**src/rtl/logic_gate_unit.sv**
```systemverilog
// logic_gate_unit: selectable bitwise logic stage (AND/OR/XOR/NAND/NOR/XNOR/NOT/PASS)
// feeding a DEPTH-entry result FIFO with valid/ready handshake on both sides.
// Optional macro LOGIC_GATE_UNIT_FLAGS_EN enables the zero/ones/parity head flags;
// without it the flag ports are tied to 0.
module logic_gate_unit #(
    parameter int WIDTH = 8,
    parameter int DEPTH = 4
) (
    input  logic                     clk,
    input  logic                     rst,
    input  logic                     in_valid,
    output logic                     in_ready,
    input  logic [2:0]               in_op,
    input  logic [WIDTH-1:0]         in_a,
    input  logic [WIDTH-1:0]         in_b,
    output logic                     out_valid,
    input  logic                     out_ready,
    output logic [WIDTH-1:0]         out,
    output logic                     out_zero,
    output logic                     out_ones,
    output logic                     out_parity,
    output logic [$clog2(DEPTH):0]   count
);
    localparam int AW = $clog2(DEPTH);
    localparam int CW = AW + 1;
    localparam logic [CW-1:0] FULL = CW'(DEPTH);

    logic [WIDTH-1:0] r_mem [DEPTH];
    logic [AW-1:0]    r_wptr;
    logic [AW-1:0]    r_rptr;
    logic [CW-1:0]    r_count;

    logic [WIDTH-1:0] w_result;
    logic             w_push;
    logic             w_pop;

    // Ready/valid come only from registered occupancy, so there is no
    // combinational path from out_ready to in_ready.
    assign in_ready  = (r_count != FULL);
    assign out_valid = (r_count != '0);
    assign count     = r_count;
    assign w_push    = in_valid && in_ready;
    assign w_pop     = out_valid && out_ready;
    assign out       = out_valid ? r_mem[r_rptr] : '0;

    // Bitwise operation select; NOT and PASS use in_a only.
    always_comb begin
        w_result = '0;
        case (in_op)
            3'd0: w_result = in_a & in_b;
            3'd1: w_result = in_a | in_b;
            3'd2: w_result = in_a ^ in_b;
            3'd3: w_result = ~(in_a & in_b);
            3'd4: w_result = ~(in_a | in_b);
            3'd5: w_result = ~(in_a ^ in_b);
            3'd6: w_result = ~in_a;
            3'd7: w_result = in_a;
            default: w_result = '0;
        endcase
    end

    // Result storage; contents survive reset since count gates visibility.
    always_ff @(posedge clk) begin
        if (w_push && !rst)
            r_mem[r_wptr] <= w_result;
    end

    // Pointers wrap naturally (DEPTH is a power of two); occupancy tracks push/pop.
    always_ff @(posedge clk) begin
        if (rst) begin
            r_wptr  <= '0;
            r_rptr  <= '0;
            r_count <= '0;
        end else begin
            if (w_push) r_wptr <= r_wptr + 1'b1;
            if (w_pop)  r_rptr <= r_rptr + 1'b1;
            case ({w_push, w_pop})
                2'b10:   r_count <= r_count + 1'b1;
                2'b01:   r_count <= r_count - 1'b1;
                default: r_count <= r_count;
            endcase
        end
    end

`ifdef LOGIC_GATE_UNIT_FLAGS_EN
    assign out_zero   = out_valid && (out == '0);
    assign out_ones   = out_valid && (&out);
    assign out_parity = out_valid && (^out);
`else
    assign out_zero   = 1'b0;
    assign out_ones   = 1'b0;
    assign out_parity = 1'b0;
`endif

endmodule

```
**config.mk**
```make
export PLATFORM = sky130hd
export DESIGN_NAME = logic_gate_unit
export DESIGN_NICKNAME = d
export VERILOG_FILES = /design/src/rtl/logic_gate_unit.sv
export SDC_FILE = /design/constraint.sdc
export NUM_CORES = 1
export LEC_CHECK = 0
export CORE_MARGIN = 4
export CORE_UTILIZATION = 58
export CTS_CLUSTER_DIAMETER = 100
export DETAILED_ROUTE_END_ITERATION = 12
export PLACE_DENSITY = 0.95
export SLEW_MARGIN = 10
export SYNTH_ARGS = -nofsm -noshare
export SYNTH_HDL_FRONTEND = slang
export SYNTH_SLANG_ARGS = --single-unit
```
**constraint.sdc**
```tcl
create_clock -name clk -period 5.4 [get_ports clk]
set_input_delay 1.08 -clock clk [delete_from_list [all_inputs] [get_ports clk]]
set_output_delay 1.08 -clock clk [all_outputs]
set_load 0.01 [all_outputs]
```
==> summary.txt <==
Run status: finished clean
Adder and majority gate portion of the synthesized area: 11.05%
Core area: 4144 µm²
Warning count from the yosys run: 0
Clock Power Share: 18.3%
Drt first pass iters: 4
Switching Fraction: 30.65%
Sequential area share after synthesis: 44.60%
Sequential power share: 41.8%
Asr flop ratio synth: 0%
Die Span Y: 74.42 µm
Footprint of the multi-input gates: 1217 µm²
DR top layer: met4
Synth Area in XOR/XNOR: 4.450%
WL final: 4542 µm
Worst setup margin: 2089 ps
Row count: 23
GR Overflow Total: 0
CTS tree: built
Drt drc: 0
Maximum VDD drop: 0.1312 mV
Clk Latency, worst-skew pair: 290 ps
Layout cells sized above 1: 9.524%
Setup repair after global routing missed its margin: false
Synth Instances: 221
Vias in the first global route: 1,595
Drt wl/cell: 15.04 µm
IO Port Bufs: 35
Die X: 74.42 µm
Dominant synthesized flop cell: edfxtp_1
Synth Area in Simple Gates: 10.61%
NetSw: 312.2 µW
Filler instances: 295
Fin cells: 302
Worst-path clk slew: 70 ps
Cell Area, Synth: 2559 µm²
Via-to-Cell Ratio: 5.510
R2r endpoint: count[2]
M1 WL: 1879 µm
Largest family of logic cells by synthesized area: multiplexers
Most frequent cells in the layout: 35 x clkdlybuf4s50_1, 32 x edfxtp_1, 29 x inv_1, 21 x ha_1, 19 x nor2_1
Commonest non-fill, non-tap cell in the layout: clkdlybuf4s50_1
Critical Path End Type: register
Least-Margin Pin Slew: 1056 ps
Setup repair bufs after CTS: 0
H-tree Lvls: 2
Final antenna-violating net count: 0
Gate power share: 39.8%
Reg-to-reg startpoint: count[2]
Syn-to-layout area delta: 15.99%
Register Area: 1141 µm²
Yosys cell types: 37
First-pass GRT wire length: 7458 µm
Place WS: 1821 ps
CP Max Fanout: 26
Skew final: 7.746 ps
Max Cap Viol: 0
Setup crit start kind: primary input
Post-synthesis compound-gate area fraction: 5.575%
CTS root buf: clkbuf_8
Class of the worst hold path: register to register
Fin crit period: 3311 ps
Synthesized flop and latch total: 41
Routability cong.: 0.7543
Final core occ: 71.62%
Final net count: 296
Setup TNS: 0 ps
Post-placement cell count: 294
Multiplexer share of the synthesized area: 15.45%
IO Pins: 39
Final Hold Fails: 0
Hold Crit Endpoint: count[2]
Rel. slew slack: 29.38%
Initial Util: 61.75%
Post-synth EDFFs: 32
Pin count of the biggest net entering global routing: 27
CP arrival: 3330 ps
Synth Area per Inst: 11.58 µm²
Hold-fix buffers at CTS: 0
Wire length on met2: 2328 µm
Die ar.: 5538 µm²
ANT cells: 0
Max Slew Vio Count: 0
Reg2Reg Depth: 8
P_leak: 0.001167 µW
GRT Util Overall: 18.12%
CTS buffer count: 5
Post-DP HPWL: 3557 µm
Int Power: 706.4 µW
Period utilisation layout: 61.31%
WP data required: 5420 ps
Total length of routed met3 wires: 251 µm
Final setup vio count: 0
Antenna violations before repair: 0
Vias: 1,664
Clock sink total: 41
Fmax: 302.1 MHz
PD cells: 343.2 nW/µm²
R2R Setup Slk: 2990 ps
Hold-critical path depth: 2
Setup CP Type: primary input to register
DRT iter0 DRCs: 142
CTS-repair resized insts: 0
Worst Hold Launch: count[2]
CTS max path bufs: 2
[synthesized netlist by cell type, types with 4 or more instances]
cell type | count | area, µm²
a21oi_1 | 11 | 55.05
nand2_1 | 8 | 30.03
xnor2_1 | 8 | 70.07
xor2_1 | 5 | 43.79
edfxtp_1 | 32 | 960.9
ha_1 | 21 | 262.8
mux2i_1 | 5 | 50.05
inv_1 | 29 | 108.9
nor2_1 | 19 | 71.32
buf_4 | 4 | 30.03
mux4_2 | 13 | 292.8
dfxtp_1 | 9 | 180.2
and2_1 | 13 | 81.33
o21ai_0 | 6 | 30.03
buf_2 | 4 | 20.02
[cells by family (layout without fill, tap and decap cells)]
| family | Yosys count | count (layout) |
|---|---|---|
| AOI/OAI and AO/OA | 24 | 24 |
| xor gates and xnor gates | 13 | 13 |
| adders and majority gates | 22 | 22 |
| buffers and inverters | 44 | 73 |
| DFF | 41 | 41 |
| muxes | 22 | 22 |
| other | 1 | 3 |
| and+or+nand+nor | 54 | 54 |
[registers in the layout (all words and copies together) (netlist names), named ones only]
signal and flops:
r_mem 32, count 3, r_rptr 2, r_wptr 2
[how the worst max path moves through the flow]
stage	to	start	cells past startpoint	slack (ps)
6_report	r_mem[0][5]	in_op[0]	6	2090
5_1_grt	r_mem[2][5]	in_op[0]	6	1880
4_1_cts	out[1]	register	3	2050
3_5_place_dp	r_mem[1][5]	in_op[0]	6	1820
3_3_place_gp	r_mem[0][3]	in_op[0]	6	1920
2_1_floorplan	count[2]	out_ready	7	2960
[routing by layer]
metal	vias to the layer above	global-route usage (%)
met2	55	32.68
met5	-	0
met4	0	6.324
li1	823	-
met3	8	3.514
met1	778	21.46
[area by class of cell]
cell class / count / share of cell area, %
Clock buffer: 8 / 2.698
Inverter: 29 / 3.668
Multi-Input combinational cell: 138 / 41.02
Sequential cell: 41 / 38.45
Tap cell: 50 / 2.108
Timing Repair Buffer: 36 / 12.06
[power groups by stage]
stage	Clock (µW)	Combinational (µW)	Sequential, µW
3_5_place_dp	0	408	435
5_1_grt	205	444	434
4_1_cts	189	409	429
2_1_floorplan	0	264	411
3_3_place_gp	0	392	430
6_report	187	406	426
[worst max-delay path, stage by stage]
cell and delay, ps:
clkdlybuf4s50_1 1170, buf_4 370, nand3b_1 90, o21ai_0 100, a21oi_1 80, o21ai_0 440
[per-stage QoR]
stage	total power (µW)	instance area (µm²)	hold WS [ps]
2_1_floorplan	674.6	2566	469.2
3_3_place_gp	822.1	2888	486.6
3_5_place_dp	843.1	2888	525.6
4_1_cts	1027	2968	542.5
5_1_grt	1083	2968	567.0
6_report	1019	2968	536.3
Power figures use the tool's default switching activity.
